### src/rtl/dataio_mem_responder_if.sv
`default_nettype none
// ============================================================================
// Module      : dataio_mem_responder_if
// Description : Bundles the load/store request channel, the memory command
//               channel, the memory read-return channel and the flush line of
//               dataio_mem_responder.
//               slave  - view of the responder itself
//               master - view of the surrounding load/store unit and memory
// Ports       : iFREE_EX, iDATAIO_* (request), oDATAIO_* (response/busy),
//               oMEM_* / iMEM_LOCK (command), iMEM_VALID / iMEM_DATA (return),
//               oERR_TIMEOUT (read timeout pulse)
// Revision    : 1.0 - initial release
// ============================================================================
interface dataio_mem_responder_if;
    logic        iFREE_EX;
    logic        iDATAIO_REQ;
    logic        oDATAIO_BUSY;
    logic [1:0]  iDATAIO_ORDER;
    logic        iDATAIO_RW;
    logic [13:0] iDATAIO_TID;
    logic [1:0]  iDATAIO_MMUMOD;
    logic [31:0] iDATAIO_PDT;
    logic [31:0] iDATAIO_ADDR;
    logic [31:0] iDATAIO_DATA;
    logic        oDATAIO_REQ;
    logic [31:0] oDATAIO_DATA;
    logic        oMEM_VALID;
    logic        iMEM_LOCK;
    logic        oMEM_RW;
    logic [31:0] oMEM_ADDR;
    logic [3:0]  oMEM_BE;
    logic [31:0] oMEM_DATA;
    logic [13:0] oMEM_TID;
    logic [1:0]  oMEM_MMUMOD;
    logic [31:0] oMEM_PDT;
    logic        iMEM_VALID;
    logic [31:0] iMEM_DATA;
    logic        oERR_TIMEOUT;

    modport slave (
        input  iFREE_EX, iDATAIO_REQ, iDATAIO_ORDER, iDATAIO_RW, iDATAIO_TID,
               iDATAIO_MMUMOD, iDATAIO_PDT, iDATAIO_ADDR, iDATAIO_DATA,
               iMEM_LOCK, iMEM_VALID, iMEM_DATA,
        output oDATAIO_BUSY, oDATAIO_REQ, oDATAIO_DATA, oMEM_VALID, oMEM_RW,
               oMEM_ADDR, oMEM_BE, oMEM_DATA, oMEM_TID, oMEM_MMUMOD, oMEM_PDT,
               oERR_TIMEOUT
    );

    modport master (
        output iFREE_EX, iDATAIO_REQ, iDATAIO_ORDER, iDATAIO_RW, iDATAIO_TID,
               iDATAIO_MMUMOD, iDATAIO_PDT, iDATAIO_ADDR, iDATAIO_DATA,
               iMEM_LOCK, iMEM_VALID, iMEM_DATA,
        input  oDATAIO_BUSY, oDATAIO_REQ, oDATAIO_DATA, oMEM_VALID, oMEM_RW,
               oMEM_ADDR, oMEM_BE, oMEM_DATA, oMEM_TID, oMEM_MMUMOD, oMEM_PDT,
               oERR_TIMEOUT
    );
endinterface
`default_nettype wire

### src/rtl/dataio_mem_responder.sv
`default_nettype none
// ============================================================================
// Module      : dataio_mem_responder
// Description : Converts single load/store requests into one aligned memory
//               command (word address, byte enables, lane-shifted write data),
//               returns read data with a one-cycle pulse, and handles pipeline
//               flush and read timeout.
// Ports       : iCLOCK  - clock, rising edge
//               iRESET  - asynchronous active-high reset
//               bus     - dataio_mem_responder_if.slave (all other signals)
// Parameters  : P_TIMEOUT - cycles a read waits for memory data (1..255)
// Revision    : 1.0 - initial release
// ============================================================================
module dataio_mem_responder #(
    parameter int P_TIMEOUT = 255
) (
    input  wire                   iCLOCK,
    input  wire                   iRESET,
    dataio_mem_responder_if.slave bus
);
    localparam logic [7:0] c_TO_LIMIT = 8'(P_TIMEOUT);

    typedef enum logic [1:0] {
        S_IDLE  = 2'd0,
        S_ISSUE = 2'd1,
        S_WAIT  = 2'd2,
        S_DRAIN = 2'd3
    } state_t;

    state_t      state_q, state_d;
    logic [7:0]  cnt_q, cnt_d;
    logic        mem_valid_q, mem_valid_d;
    logic        mem_rw_q, mem_rw_d;
    logic [31:0] mem_addr_q, mem_addr_d;
    logic [3:0]  mem_be_q, mem_be_d;
    logic [31:0] mem_data_q, mem_data_d;
    logic [13:0] mem_tid_q, mem_tid_d;
    logic [1:0]  mem_mmumod_q, mem_mmumod_d;
    logic [31:0] mem_pdt_q, mem_pdt_d;
    logic        rsp_req_q, rsp_req_d;
    logic [31:0] rsp_data_q, rsp_data_d;
    logic        err_to_q, err_to_d;

    // Lane placement of the incoming request
    logic [1:0]  w_k;
    logic [3:0]  w_be;
    logic [31:0] w_wdata;
    logic [7:0]  w_cnt_inc;

    assign w_k       = bus.iDATAIO_ADDR[1:0];
    assign w_cnt_inc = cnt_q + 8'd1;

    always_comb begin
        w_be    = 4'b1111;
        w_wdata = bus.iDATAIO_DATA;
        case (bus.iDATAIO_ORDER)
            2'd0: begin
                w_be    = 4'b0001 << w_k;
                w_wdata = bus.iDATAIO_DATA << {w_k, 3'b000};
            end
            2'd1: begin
                // Upper half of a k=3 halfword falls off the word
                w_be    = 4'b0011 << w_k;
                w_wdata = bus.iDATAIO_DATA << {w_k, 3'b000};
            end
            default: begin
                w_be    = 4'b1111;
                w_wdata = bus.iDATAIO_DATA;
            end
        endcase
    end

    always_comb begin
        state_d      = state_q;
        cnt_d        = cnt_q;
        mem_valid_d  = mem_valid_q;
        mem_rw_d     = mem_rw_q;
        mem_addr_d   = mem_addr_q;
        mem_be_d     = mem_be_q;
        mem_data_d   = mem_data_q;
        mem_tid_d    = mem_tid_q;
        mem_mmumod_d = mem_mmumod_q;
        mem_pdt_d    = mem_pdt_q;
        rsp_req_d    = 1'b0;
        rsp_data_d   = rsp_data_q;
        err_to_d     = 1'b0;

        case (state_q)
            S_IDLE: begin
                // ORDER=3 is accepted but produces nothing
                if (bus.iDATAIO_REQ && !bus.iFREE_EX && (bus.iDATAIO_ORDER != 2'd3)) begin
                    state_d      = S_ISSUE;
                    mem_valid_d  = 1'b1;
                    mem_rw_d     = bus.iDATAIO_RW;
                    mem_addr_d   = {bus.iDATAIO_ADDR[31:2], 2'b00};
                    mem_be_d     = w_be;
                    mem_data_d   = bus.iDATAIO_RW ? w_wdata : 32'h0;
                    mem_tid_d    = bus.iDATAIO_TID;
                    mem_mmumod_d = bus.iDATAIO_MMUMOD;
                    mem_pdt_d    = bus.iDATAIO_PDT;
                end
            end
            S_ISSUE: begin
                // A flushed read is abandoned; a store is committed regardless
                if (bus.iFREE_EX && !mem_rw_q) begin
                    state_d     = S_IDLE;
                    mem_valid_d = 1'b0;
                end else if (!bus.iMEM_LOCK) begin
                    state_d     = mem_rw_q ? S_IDLE : S_WAIT;
                    mem_valid_d = 1'b0;
                    cnt_d       = 8'd0;
                end
            end
            S_WAIT: begin
                if (bus.iFREE_EX) begin
                    // Data arriving with the flush needs no drain phase
                    state_d = bus.iMEM_VALID ? S_IDLE : S_DRAIN;
                    cnt_d   = 8'd0;
                end else if (bus.iMEM_VALID) begin
                    state_d    = S_IDLE;
                    rsp_req_d  = 1'b1;
                    rsp_data_d = bus.iMEM_DATA;
                end else begin
                    cnt_d = w_cnt_inc;
                    if (w_cnt_inc == c_TO_LIMIT) begin
                        state_d    = S_IDLE;
                        rsp_req_d  = 1'b1;
                        rsp_data_d = 32'h0;
                        err_to_d   = 1'b1;
                    end
                end
            end
            default: begin // S_DRAIN
                if (bus.iMEM_VALID) begin
                    state_d = S_IDLE;
                end else begin
                    cnt_d = w_cnt_inc;
                    if (w_cnt_inc == c_TO_LIMIT) begin
                        state_d  = S_IDLE;
                        err_to_d = 1'b1;
                    end
                end
            end
        endcase
    end

    always_ff @(posedge iCLOCK or posedge iRESET) begin
        if (iRESET) begin
            state_q      <= S_IDLE;
            cnt_q        <= 8'd0;
            mem_valid_q  <= 1'b0;
            mem_rw_q     <= 1'b0;
            mem_addr_q   <= 32'h0;
            mem_be_q     <= 4'h0;
            mem_data_q   <= 32'h0;
            mem_tid_q    <= 14'h0;
            mem_mmumod_q <= 2'h0;
            mem_pdt_q    <= 32'h0;
            rsp_req_q    <= 1'b0;
            rsp_data_q   <= 32'h0;
            err_to_q     <= 1'b0;
        end else begin
            state_q      <= state_d;
            cnt_q        <= cnt_d;
            mem_valid_q  <= mem_valid_d;
            mem_rw_q     <= mem_rw_d;
            mem_addr_q   <= mem_addr_d;
            mem_be_q     <= mem_be_d;
            mem_data_q   <= mem_data_d;
            mem_tid_q    <= mem_tid_d;
            mem_mmumod_q <= mem_mmumod_d;
            mem_pdt_q    <= mem_pdt_d;
            rsp_req_q    <= rsp_req_d;
            rsp_data_q   <= rsp_data_d;
            err_to_q     <= err_to_d;
        end
    end

    assign bus.oDATAIO_BUSY = (state_q != S_IDLE);
    assign bus.oDATAIO_REQ  = rsp_req_q;
    assign bus.oDATAIO_DATA = rsp_data_q;
    assign bus.oMEM_VALID   = mem_valid_q;
    assign bus.oMEM_RW      = mem_rw_q;
    assign bus.oMEM_ADDR    = mem_addr_q;
    assign bus.oMEM_BE      = mem_be_q;
    assign bus.oMEM_DATA    = mem_data_q;
    assign bus.oMEM_TID     = mem_tid_q;
    assign bus.oMEM_MMUMOD  = mem_mmumod_q;
    assign bus.oMEM_PDT     = mem_pdt_q;
    assign bus.oERR_TIMEOUT = err_to_q;

endmodule
`default_nettype wire

### src/flat_wrapper.sv
// flat-port wrapper written by rule: the top's interface ports become plain ports
module dataio_mem_responder_flat 
#(
    parameter int P_TIMEOUT = 255
)
  (iCLOCK, iRESET, bus_iFREE_EX, bus_iDATAIO_REQ, bus_iDATAIO_ORDER, bus_iDATAIO_RW, bus_iDATAIO_TID, bus_iDATAIO_MMUMOD, bus_iDATAIO_PDT, bus_iDATAIO_ADDR, bus_iDATAIO_DATA, bus_iMEM_LOCK, bus_iMEM_VALID, bus_iMEM_DATA, bus_oDATAIO_BUSY, bus_oDATAIO_REQ, bus_oDATAIO_DATA, bus_oMEM_VALID, bus_oMEM_RW, bus_oMEM_ADDR, bus_oMEM_BE, bus_oMEM_DATA, bus_oMEM_TID, bus_oMEM_MMUMOD, bus_oMEM_PDT, bus_oERR_TIMEOUT);
  dataio_mem_responder_if bus_i ();
  input  wire iCLOCK;
  input  wire iRESET;
  input wire logic [$bits(bus_i.iFREE_EX)-1:0] bus_iFREE_EX;
  input wire logic [$bits(bus_i.iDATAIO_REQ)-1:0] bus_iDATAIO_REQ;
  input wire logic [$bits(bus_i.iDATAIO_ORDER)-1:0] bus_iDATAIO_ORDER;
  input wire logic [$bits(bus_i.iDATAIO_RW)-1:0] bus_iDATAIO_RW;
  input wire logic [$bits(bus_i.iDATAIO_TID)-1:0] bus_iDATAIO_TID;
  input wire logic [$bits(bus_i.iDATAIO_MMUMOD)-1:0] bus_iDATAIO_MMUMOD;
  input wire logic [$bits(bus_i.iDATAIO_PDT)-1:0] bus_iDATAIO_PDT;
  input wire logic [$bits(bus_i.iDATAIO_ADDR)-1:0] bus_iDATAIO_ADDR;
  input wire logic [$bits(bus_i.iDATAIO_DATA)-1:0] bus_iDATAIO_DATA;
  input wire logic [$bits(bus_i.iMEM_LOCK)-1:0] bus_iMEM_LOCK;
  input wire logic [$bits(bus_i.iMEM_VALID)-1:0] bus_iMEM_VALID;
  input wire logic [$bits(bus_i.iMEM_DATA)-1:0] bus_iMEM_DATA;
  output wire logic [$bits(bus_i.oDATAIO_BUSY)-1:0] bus_oDATAIO_BUSY;
  output wire logic [$bits(bus_i.oDATAIO_REQ)-1:0] bus_oDATAIO_REQ;
  output wire logic [$bits(bus_i.oDATAIO_DATA)-1:0] bus_oDATAIO_DATA;
  output wire logic [$bits(bus_i.oMEM_VALID)-1:0] bus_oMEM_VALID;
  output wire logic [$bits(bus_i.oMEM_RW)-1:0] bus_oMEM_RW;
  output wire logic [$bits(bus_i.oMEM_ADDR)-1:0] bus_oMEM_ADDR;
  output wire logic [$bits(bus_i.oMEM_BE)-1:0] bus_oMEM_BE;
  output wire logic [$bits(bus_i.oMEM_DATA)-1:0] bus_oMEM_DATA;
  output wire logic [$bits(bus_i.oMEM_TID)-1:0] bus_oMEM_TID;
  output wire logic [$bits(bus_i.oMEM_MMUMOD)-1:0] bus_oMEM_MMUMOD;
  output wire logic [$bits(bus_i.oMEM_PDT)-1:0] bus_oMEM_PDT;
  output wire logic [$bits(bus_i.oERR_TIMEOUT)-1:0] bus_oERR_TIMEOUT;
  assign bus_i.iFREE_EX = bus_iFREE_EX;
  assign bus_i.iDATAIO_REQ = bus_iDATAIO_REQ;
  assign bus_i.iDATAIO_ORDER = bus_iDATAIO_ORDER;
  assign bus_i.iDATAIO_RW = bus_iDATAIO_RW;
  assign bus_i.iDATAIO_TID = bus_iDATAIO_TID;
  assign bus_i.iDATAIO_MMUMOD = bus_iDATAIO_MMUMOD;
  assign bus_i.iDATAIO_PDT = bus_iDATAIO_PDT;
  assign bus_i.iDATAIO_ADDR = bus_iDATAIO_ADDR;
  assign bus_i.iDATAIO_DATA = bus_iDATAIO_DATA;
  assign bus_i.iMEM_LOCK = bus_iMEM_LOCK;
  assign bus_i.iMEM_VALID = bus_iMEM_VALID;
  assign bus_i.iMEM_DATA = bus_iMEM_DATA;
  assign bus_oDATAIO_BUSY = bus_i.oDATAIO_BUSY;
  assign bus_oDATAIO_REQ = bus_i.oDATAIO_REQ;
  assign bus_oDATAIO_DATA = bus_i.oDATAIO_DATA;
  assign bus_oMEM_VALID = bus_i.oMEM_VALID;
  assign bus_oMEM_RW = bus_i.oMEM_RW;
  assign bus_oMEM_ADDR = bus_i.oMEM_ADDR;
  assign bus_oMEM_BE = bus_i.oMEM_BE;
  assign bus_oMEM_DATA = bus_i.oMEM_DATA;
  assign bus_oMEM_TID = bus_i.oMEM_TID;
  assign bus_oMEM_MMUMOD = bus_i.oMEM_MMUMOD;
  assign bus_oMEM_PDT = bus_i.oMEM_PDT;
  assign bus_oERR_TIMEOUT = bus_i.oERR_TIMEOUT;
  dataio_mem_responder #(.P_TIMEOUT(P_TIMEOUT)) u_core (.iCLOCK(iCLOCK), .iRESET(iRESET), .bus(bus_i));
endmodule
### config.mk
export PLATFORM = sky130hd
export DESIGN_NAME = dataio_mem_responder_flat
export DESIGN_NICKNAME = d
export VERILOG_FILES = /design/src/rtl/dataio_mem_responder_if.sv /design/src/rtl/dataio_mem_responder.sv /design/src/flat_wrapper.sv
export SDC_FILE = /design/constraint.sdc
export NUM_CORES = 1
export LEC_CHECK = 0
export ABC_AREA = 1
export CORE_MARGIN = 3
export CORE_UTILIZATION = 40
export DETAILED_ROUTE_END_ITERATION = 8
export PLACE_DENSITY = 0.84
export REMOVE_ABC_BUFFERS = 1
export SYNTH_ARGS = -nofsm -noshare
export SYNTH_HDL_FRONTEND = slang
export SYNTH_SLANG_ARGS = --single-unit
### constraint.sdc
create_clock -name iCLOCK -period 6.7 [get_ports iCLOCK]
set_input_delay 1.005 -clock iCLOCK [delete_from_list [all_inputs] [get_ports iCLOCK]]
set_output_delay 1.005 -clock iCLOCK [all_outputs]
set_load 0.1 [all_outputs]
Yosys cells after proc, flatten, opt, wreduce, memory -nomap -nowiden
Cells that the tools add are included.
Widths: inputs -> output; s select.
Word-level totals
  input bits: 153
  bits in registers: 160
Cells by class
  add/sub/neg operators: 1
  bitwise operators: 2
  reduce and logical (&&, ||, !) cells: 17
  muxes and demuxes: 30
  shift operators: 3
  eq/ne operators: 9
Operators with widths (count)
  $mux 32: 4
  $mux 8: 4
  $shl 32x5->32: 1
  $pmux 8 s3: 1
  $mux 2: 8
  $mux 1: 9
  $reduce_and 3->1: 3
  $add 8x1->8 const B: 1
  $eq 8x8->1 const B: 1
  $pmux 4 s2: 1
  $ne 2x2->1 const B: 3
  $pmux 2 s3: 1
  $reduce_bool 2->1: 3
  $eq 2x1->1 const B: 2
  $logic_not 2->1: 2
  $pmux 1 s2: 2
  $reduce_and 2->1: 2
  $reduce_or 2->1: 2
  $shl 1x2->4 const A: 1
  $shl 2x2->4 const A: 1
  $logic_and 1x1->1: 3
  $ne 3x2->1 const B: 1
  $eq 2x2->1 const B: 1
  $logic_not 1->1: 2
  other kinds (2): 3

Depth between registers and ports, before layout
Gate-level depths: netlist (run 1).
  word-level depth: 6
  mapped depth: 13

Worst setup path before layout (run 1)
Ideal clock, no wire load.
  kind: flip-flop to output port
  from: register u_core.state_q[0]
  to: output port bus_oDATAIO_BUSY
  arrival: 1.301 ns
  slack: 4.394 ns
  buffers on the path: 0
  stages on the path, launching flop included: 4
  path through: dfrtp_1 -> inv_1 -> ha_1 -> inv_1
Between the ends
  cells in the longest elaborated chain, start to end: 1
Ends and longest elaborated chain
  start, declared: line dataio_mem_responder.sv:30  | state_t state_q, state_d;
  start signal, assigned: line dataio_mem_responder.sv:163  | state_q <= state_d;
  $reduce_bool 2->1: line dataio_mem_responder.sv:179  | assign bus.oDATAIO_BUSY = (state_q != S_IDLE);
  end, declared: line flat_wrapper.sv:22  | output wire logic [$bits(bus_i.oDATAIO_BUSY)-1:0] bus_oDATAIO_BUSY;
No other way between the ends.

Worst setup path after layout (run 1)
  from: input port bus_iDATAIO_ORDER[1]
  to: register u_core.mem_data_q[22], in the netlist u_core.bus.oMEM_DATA[22]
Between the ends
  cells in the longest elaborated chain, start to end: 4
  elaborated cells on any way between the ends: 8
  classes of those cells: 2 x eq/ne; 2 x mux; 4 x reduce/logical
Ends and longest elaborated chain
  start, declared: line flat_wrapper.sv:12  | input wire logic [$bits(bus_i.iDATAIO_ORDER)-1:0] bus_iDATAIO_ORDER;
  $eq 2x1->1 / $logic_not 2->1 (equally long branches): line dataio_mem_responder.sv:56  | case (bus.iDATAIO_ORDER)
  $reduce_or 2->1 (no source line)
  $mux 32
  $mux 32: line dataio_mem_responder.sv:97  | mem_data_d = bus.iDATAIO_RW ? w_wdata : 32'h0;
  end signal, assigned: line dataio_mem_responder.sv:169  | mem_data_q <= mem_data_d;
  end, declared: line dataio_mem_responder.sv:36  | logic [31:0] mem_data_q, mem_data_d;
Several ways; a longest one is shown, not always the timed one.
A chain may end at the register's enable or synchronous reset.

==> flow_metrics.tcl, run 1 <==
set metrics [dict create \
    outcome "complete, no violations" \
    cts-resized-gates 0 \
    antenna_cells 0 \
    netlist_instances 814 \
    cts.path.max_buffers 2 \
    dieWidth_um 137.5 \
    gr-usage-all-layers 0.2140 \
    htreeDepth 4 \
    min_path_type "reg -> reg" \
    r2r_slack_ns 3.67 \
    vias 6567 \
    crit_path_start "bus_iDATAIO_ORDER[1]" \
    syn_area_sq_um 6917 \
    setup_tns_ns 0 \
    cts_tree "built" \
    core_region_area_sq_um 16760 \
    synth_top_area_frac 0.5789 \
    clkTransAtPathRegs_ns 0.06 \
    wl_um 20900 \
    setup.worst_path.end "u_core.bus.oMEM_DATA[22]$_DFFE_PP0P_" \
    finalSetupViolCount 0 \
    avgSynthCellArea_sq_um 8.497 \
    ys_types 33 \
    viasPerCell 4.934 \
    start_kind "primary input" \
    finalCritPeriodShare 0.5972 \
    hpwl_um 15060 \
    hold_buffers 0 \
    ant_nets 0 \
    critPathKind "in -> reg" \
    max_clock_freq_ghz 0.2499 \
    finClkSkew_ns 0.01082 \
    rsz0062_at_grt "no" \
    grt_pass1_vias 6203 \
    wl_per_cell_um 15.70 \
    yosysSeqAreaShare 0.5789 \
    yosysWarningCount 0 \
    synth_top_cell_by_area "dfrtp_1" \
    slew_viol_final 0 \
    slew_headroom 0.2838 \
    crit_path_end_kind "flop" \
    synth-edff-count 0 \
    drc 0 \
    initial_core_util 0.4127 \
    ff2ff_path_depth 9 \
    post-cts-setup-buffers 0 \
    antenna_found_initial 0 \
    hold_viol_final 0 \
    period_minus_slack_ns 4.002 \
    dieArea_sq_um 18900 \
    required_ns 7.03 \
    layout-drive-gt1-share 0.04410 \
    ctsRootBufferMaster "clkbuf_16" \
    place_congestion 0.9006 \
    cts.sinks 160 \
    clock_latency_ns 0.42 \
    rows 47 \
    crit_arrival_ns 4.33 \
    async_flop_share 1.000 \
    numCtsBuffers 17 \
    grt_pass1_wl_um 31790 \
    chipHeight_um 137.5 \
    synth.most_common_cell "nand2_1" \
    layout-area-overhead-vs-synth_pct 53.47 \
    worst_r2r_startpoint "u_core.state_q[0]$_DFFE_PP0P_" \
    tightest_slew_ns 1.071 \
    rr_endpoint "u_core.bus.oMEM_DATA[22]$_DFFE_PP0P_" \
    ys_ff_latch 160 \
    drt_pre_antenna_iters 5 \
    synthTopCellsByCount "nand2_1, dfrtp_1, nand3_1" \
    ys.flop_type "dfrtp_1" \
    maxCapViolations 0 \
    grt_start_max_net_pins 99 \
    cp_max_fo 83 \
    grt_remaining_overflow 0 \
    yosys-top-cells-area "dfrtp_1, nand2_1, nand3_1" \
    port_buffers 303 \
    first_iter_violations 416 \
    nets 1257 \
    ios 306 \
]
[registers in the layout, indices dropped and copies added (netlist names)]
register                 flops
u_core.cnt_q                 8
u_core.bus.oDATAIO_REQ       1
u_core.bus.oDATAIO_DATA     32
u_core.bus.oERR_TIMEOUT      1
u_core.bus.oMEM_DATA        32
u_core.bus.oMEM_MMUMOD       2
u_core.bus.oMEM_RW           1
u_core.state_q               2
u_core.bus.oMEM_VALID        1
u_core.bus.oMEM_ADDR        30
u_core.bus.oMEM_PDT         32
u_core.bus.oMEM_TID         14
u_core.bus.oMEM_BE           4
[per-stage QoR]
step,area [sq um],std cells,hold WS [ns],util,worst slack [ns]
5_1_grt,10620,1331,0.4911,0.6334,2.437
3_3_place_gp,10060,1299,0.4521,0.6003,2.514
4_1_cts,10620,1331,0.4737,0.6334,2.747
6_report,10620,1331,0.4698,0.6334,2.698
3_5_place_dp,10060,1299,0.4577,0.6003,2.313
2_1_floorplan,6694,770,0.4908,-,1.375
[layout by cell type (no fill, tap or decap), drive strengths merged]
cell type / count
nand2: 382
clkdlybuf4s50: 303
dfrtp: 160
nand3: 42
inv: 41
o21ai: 33
a21oi: 27
nor2: 22
clkbuf: 19
a211oi: 12
o22ai: 11
o31ai: 9
a22oi: 8
o211ai: 8
clkinv: 7
ha: 6
buf: 6
nand4: 4
clkinvlp: 4
conb: 2
o21a: 1
o221ai: 1
xor2: 1
nor3: 1
and3: 1
[metal layers]
layer	share of wire	GRT usage	wire length [um]
met1	0.39	0.2595	8113
met2	0.48	0.3468	10080
met3	0.092	0.07451	1920
met4	0.038	0.09035	787
met5	0	0	0
[final cells by class]
cell class              instances  area [sq um]
well taps                     220         275.3
clock inverters                13         101.3
flip-flops and latches        160          4004
inverters                      39         152.6
repair buffers                309          3078
clock buffers                  19         452.9
multi-input cells             571          2551
fillers                      1397          6145
[logic make-up after synthesis]
| logic type | count (synthesis) | share of synthesized area |
|---|---|---|
| simple gates | 452 | 0.2581 |
| flops | 160 | 0.5789 |
| compound gates | 110 | 0.09642 |
| buf+inv | 84 | 0.05391 |
| fa+ha+maj | 6 | 0.01085 |
| xor+xnor | 1 | 0.001267 |
| other cells | 1 | 0.0005422 |
[worst max-delay path, cell delays in order]
cell and delay [ns]:
clkdlybuf4s50_1 0.80, nand2_1 0.26, nand3_1 0.17, nor2_4 0.13, buf_4 0.65, nand2_2 0.42, inv_1 0.48, o21ai_0 0.17
o21ai_0 0.20
[how the worst min path moves through the flow]
stage | from | endpoint | slack [ns] | depth (start not counted)
2_1_floorplan | u_core.state_q[1]$_DFFE_PP0P_ | u_core.state_q[1]$_DFFE_PP0P_ | 0.49 | 2
3_3_place_gp | u_core.bus.oMEM_PDT[11]$_DFFE_PP0P_ | u_core.bus.oMEM_PDT[11]$_DFFE_PP0P_ | 0.45 | 2
3_5_place_dp | u_core.bus.oMEM_PDT[9]$_DFFE_PP0P_ | u_core.bus.oMEM_PDT[9]$_DFFE_PP0P_ | 0.46 | 2
4_1_cts | u_core.bus.oMEM_TID[0]$_DFFE_PP0P_ | u_core.bus.oMEM_TID[0]$_DFFE_PP0P_ | 0.47 | 2
5_1_grt | u_core.bus.oDATAIO_DATA[4]$_DFFE_PP0P_ | u_core.bus.oDATAIO_DATA[4]$_DFFE_PP0P_ | 0.49 | 2
6_report | u_core.bus.oMEM_TID[4]$_DFFE_PP0P_ | u_core.bus.oMEM_TID[4]$_DFFE_PP0P_ | 0.47 | 2
Power of run 1 is left out: the tool's default activity adds up to more than one toggle a clock period on the data nets, which glitch-free logic cannot reach.
==> run 2: changes to the inputs <==
Clock period 6.7 ns to 3.75 ns, I/O delays scaled along.
==> run 2 against run 1 <==
  * Critical path depth down 8
  * Cell count up 0.60%
  * Global-route usage up 0.64 points
  * Flip-flop and latch count unchanged
  * First-iteration DRC count up 0.72%
  * Via count up 0.78%
  * Non-clock buffer count up 8
  * Core utilization up 0.97 points
  * Clock skew up 0.0035 ns
==> flow_metrics.tcl, run 2 (synthesis gave the netlist of run 1 again) <==
set metrics [dict create \
    grt_remaining_overflow 0 \
    cts-resized-gates 0 \
    period_minus_slack_ns 2.531 \
    wl_um 21200 \
    cp_max_fo 2 \
    worst_path_largest_cell_delay_ns 1.18 \
    layout-area-overhead-vs-synth_pct 55.82 \
    tightest_slew_ns 1.064 \
    dieWidth_um 137.5 \
    required_ns 3.19 \
    hpwl_um 15370 \
    critPathKind "reg -> out" \
    layout-drive-gt1-share 0.05183 \
    ios 306 \
    grt_start_max_net_pins 83 \
    crit_path_cell_trace "clkdlybuf4s50_1" \
    core_region_area_sq_um 16760 \
    clkTransAtPathRegs_ns 0.07 \
    ant_nets 0 \
    layout_common_cells "nand2_1, clkdlybuf4s50_1, dfrtp_1" \
    cp_top_family "buffers and inverters" \
    start_kind "flop" \
    max_clock_freq_ghz 0.3950 \
    postLayoutCoreUtil 0.6431 \
    crit_path_end_kind "output pin" \
    slew_viol_final 0 \
    hold_buffers 0 \
    finalCritPeriodShare 0.6750 \
    port_buffers 303 \
    vias 6618 \
    finalSetupViolCount 0 \
    initial_core_util 0.4127 \
    htreeDepth 4 \
    clock_latency_ns 0.43 \
    setup_tns_ns 0 \
    crit_arrival_ns 1.97 \
    gr-usage-all-layers 0.2204 \
    first_iter_violations 419 \
    final_common_cell "nand2_1" \
    cts_tree "built" \
    holdWs_ns 0.4713 \
    rsz0062_at_grt "no" \
    nets 1265 \
    numCtsBuffers 17 \
    drc 0 \
    hold_viol_final 0 \
    dieArea_sq_um 18900 \
    chipHeight_um 137.5 \
    antenna_found_initial 0 \
    grt_pass1_vias 6408 \
    min_path_type "reg -> reg" \
    viasPerCell 4.942 \
    finClkSkew_ns 0.01431 \
    ctsRootBufferMaster "clkbuf_16" \
    wl_per_cell_um 15.83 \
    grt_pass1_wl_um 32600 \
    slew_headroom 0.2882 \
    maxCapViolations 0 \
    cts.path.max_buffers 2 \
    post-cts-setup-buffers 0 \
    place_congestion 0.8988 \
    crit_buf_inv 1 \
    cts.sinks 160 \
    antenna_cells 0 \
    outcome "complete, no violations" \
    rows 47 \
    drt_pre_antenna_iters 7 \
    critPathSlowestCell "clkdlybuf4s50_1" \
]
run 2: cell count changes in the layout (fill, tap and decap cells not counted), sizes merged:
cell           change
buf                +9
clkinvlp           -4
bufinv             +2
inv                +2
clkdlybuf4s50      -1
run 2: final cells by class:
class / instances / area (sq um)
sequential: 160 / 4004
fill: 1368 / 5982
clock buffer: 19 / 452.9
inverter: 39 / 152.6
multi-input combinational: 571 / 2551
timing repair buffer: 317 / 3173
clock inverter: 13 / 168.9
tap: 220 / 275.3
run 2: path summary, 6_finish.rpt:
| path | depth (start not counted) | slack, ns | endpoint | from |
|---|---|---|---|---|
| max | 1 | 1.22 | bus_oMEM_DATA[22] | u_core.bus.oMEM_DATA[22]$_DFFE_PP0P_ |
| min | 2 | 0.47 | u_core.bus.oMEM_TID[5]$_DFFE_PP0P_ | u_core.bus.oMEM_TID[5]$_DFFE_PP0P_ |
| max reg2reg | 8 | 1.50 | u_core.bus.oMEM_DATA[10]$_DFFE_PP0P_ | u_core.state_q[0]$_DFFE_PP0P_ |
| min reg2reg | 2 | 0.47 | u_core.bus.oMEM_TID[5]$_DFFE_PP0P_ | u_core.bus.oMEM_TID[5]$_DFFE_PP0P_ |
| max in group asynchronous | 3 | 2.33 | u_core.bus.oMEM_TID[4]$_DFFE_PP0P_ | iRESET |
| min in group asynchronous | 2 | 0.64 | u_core.bus.oMEM_PDT[21]$_DFFE_PP0P_ | iRESET |
run 2: worst register-to-register path, delay by kind of cell (launching register included):
family	cells	cell delay, ns
DFF	1	0.41
AOI/OAI and AO/OA	1	0.10
adders and majority gates	1	0.16
buffers and inverters	4	1.19
and+or+nand+nor	2	0.26
run 2: through the flow:
stage                     instance area (sq um)  setup slack, ns  instances
after global placement                    10160            1.112       1307
after floorplan                            6694           -1.132        770
after detailed placement                  10160            1.024       1307
after global routing                      10780            1.162       1339
final                                     10780            1.219       1339
after CTS                                 10780            1.188       1339
run 2: metal layers:
metal | track usage | share of wire | vias up
met2 | 0.3590 | 0.48 | 299
li1 | - | - | 3200
met3 | 0.07524 | 0.094 | 60
met4 | 0.1009 | 0.038 | 0
met5 | 0 | 0 | -
met1 | 0.2633 | 0.38 | 3059
Power of run 2 is left out for the same reason.
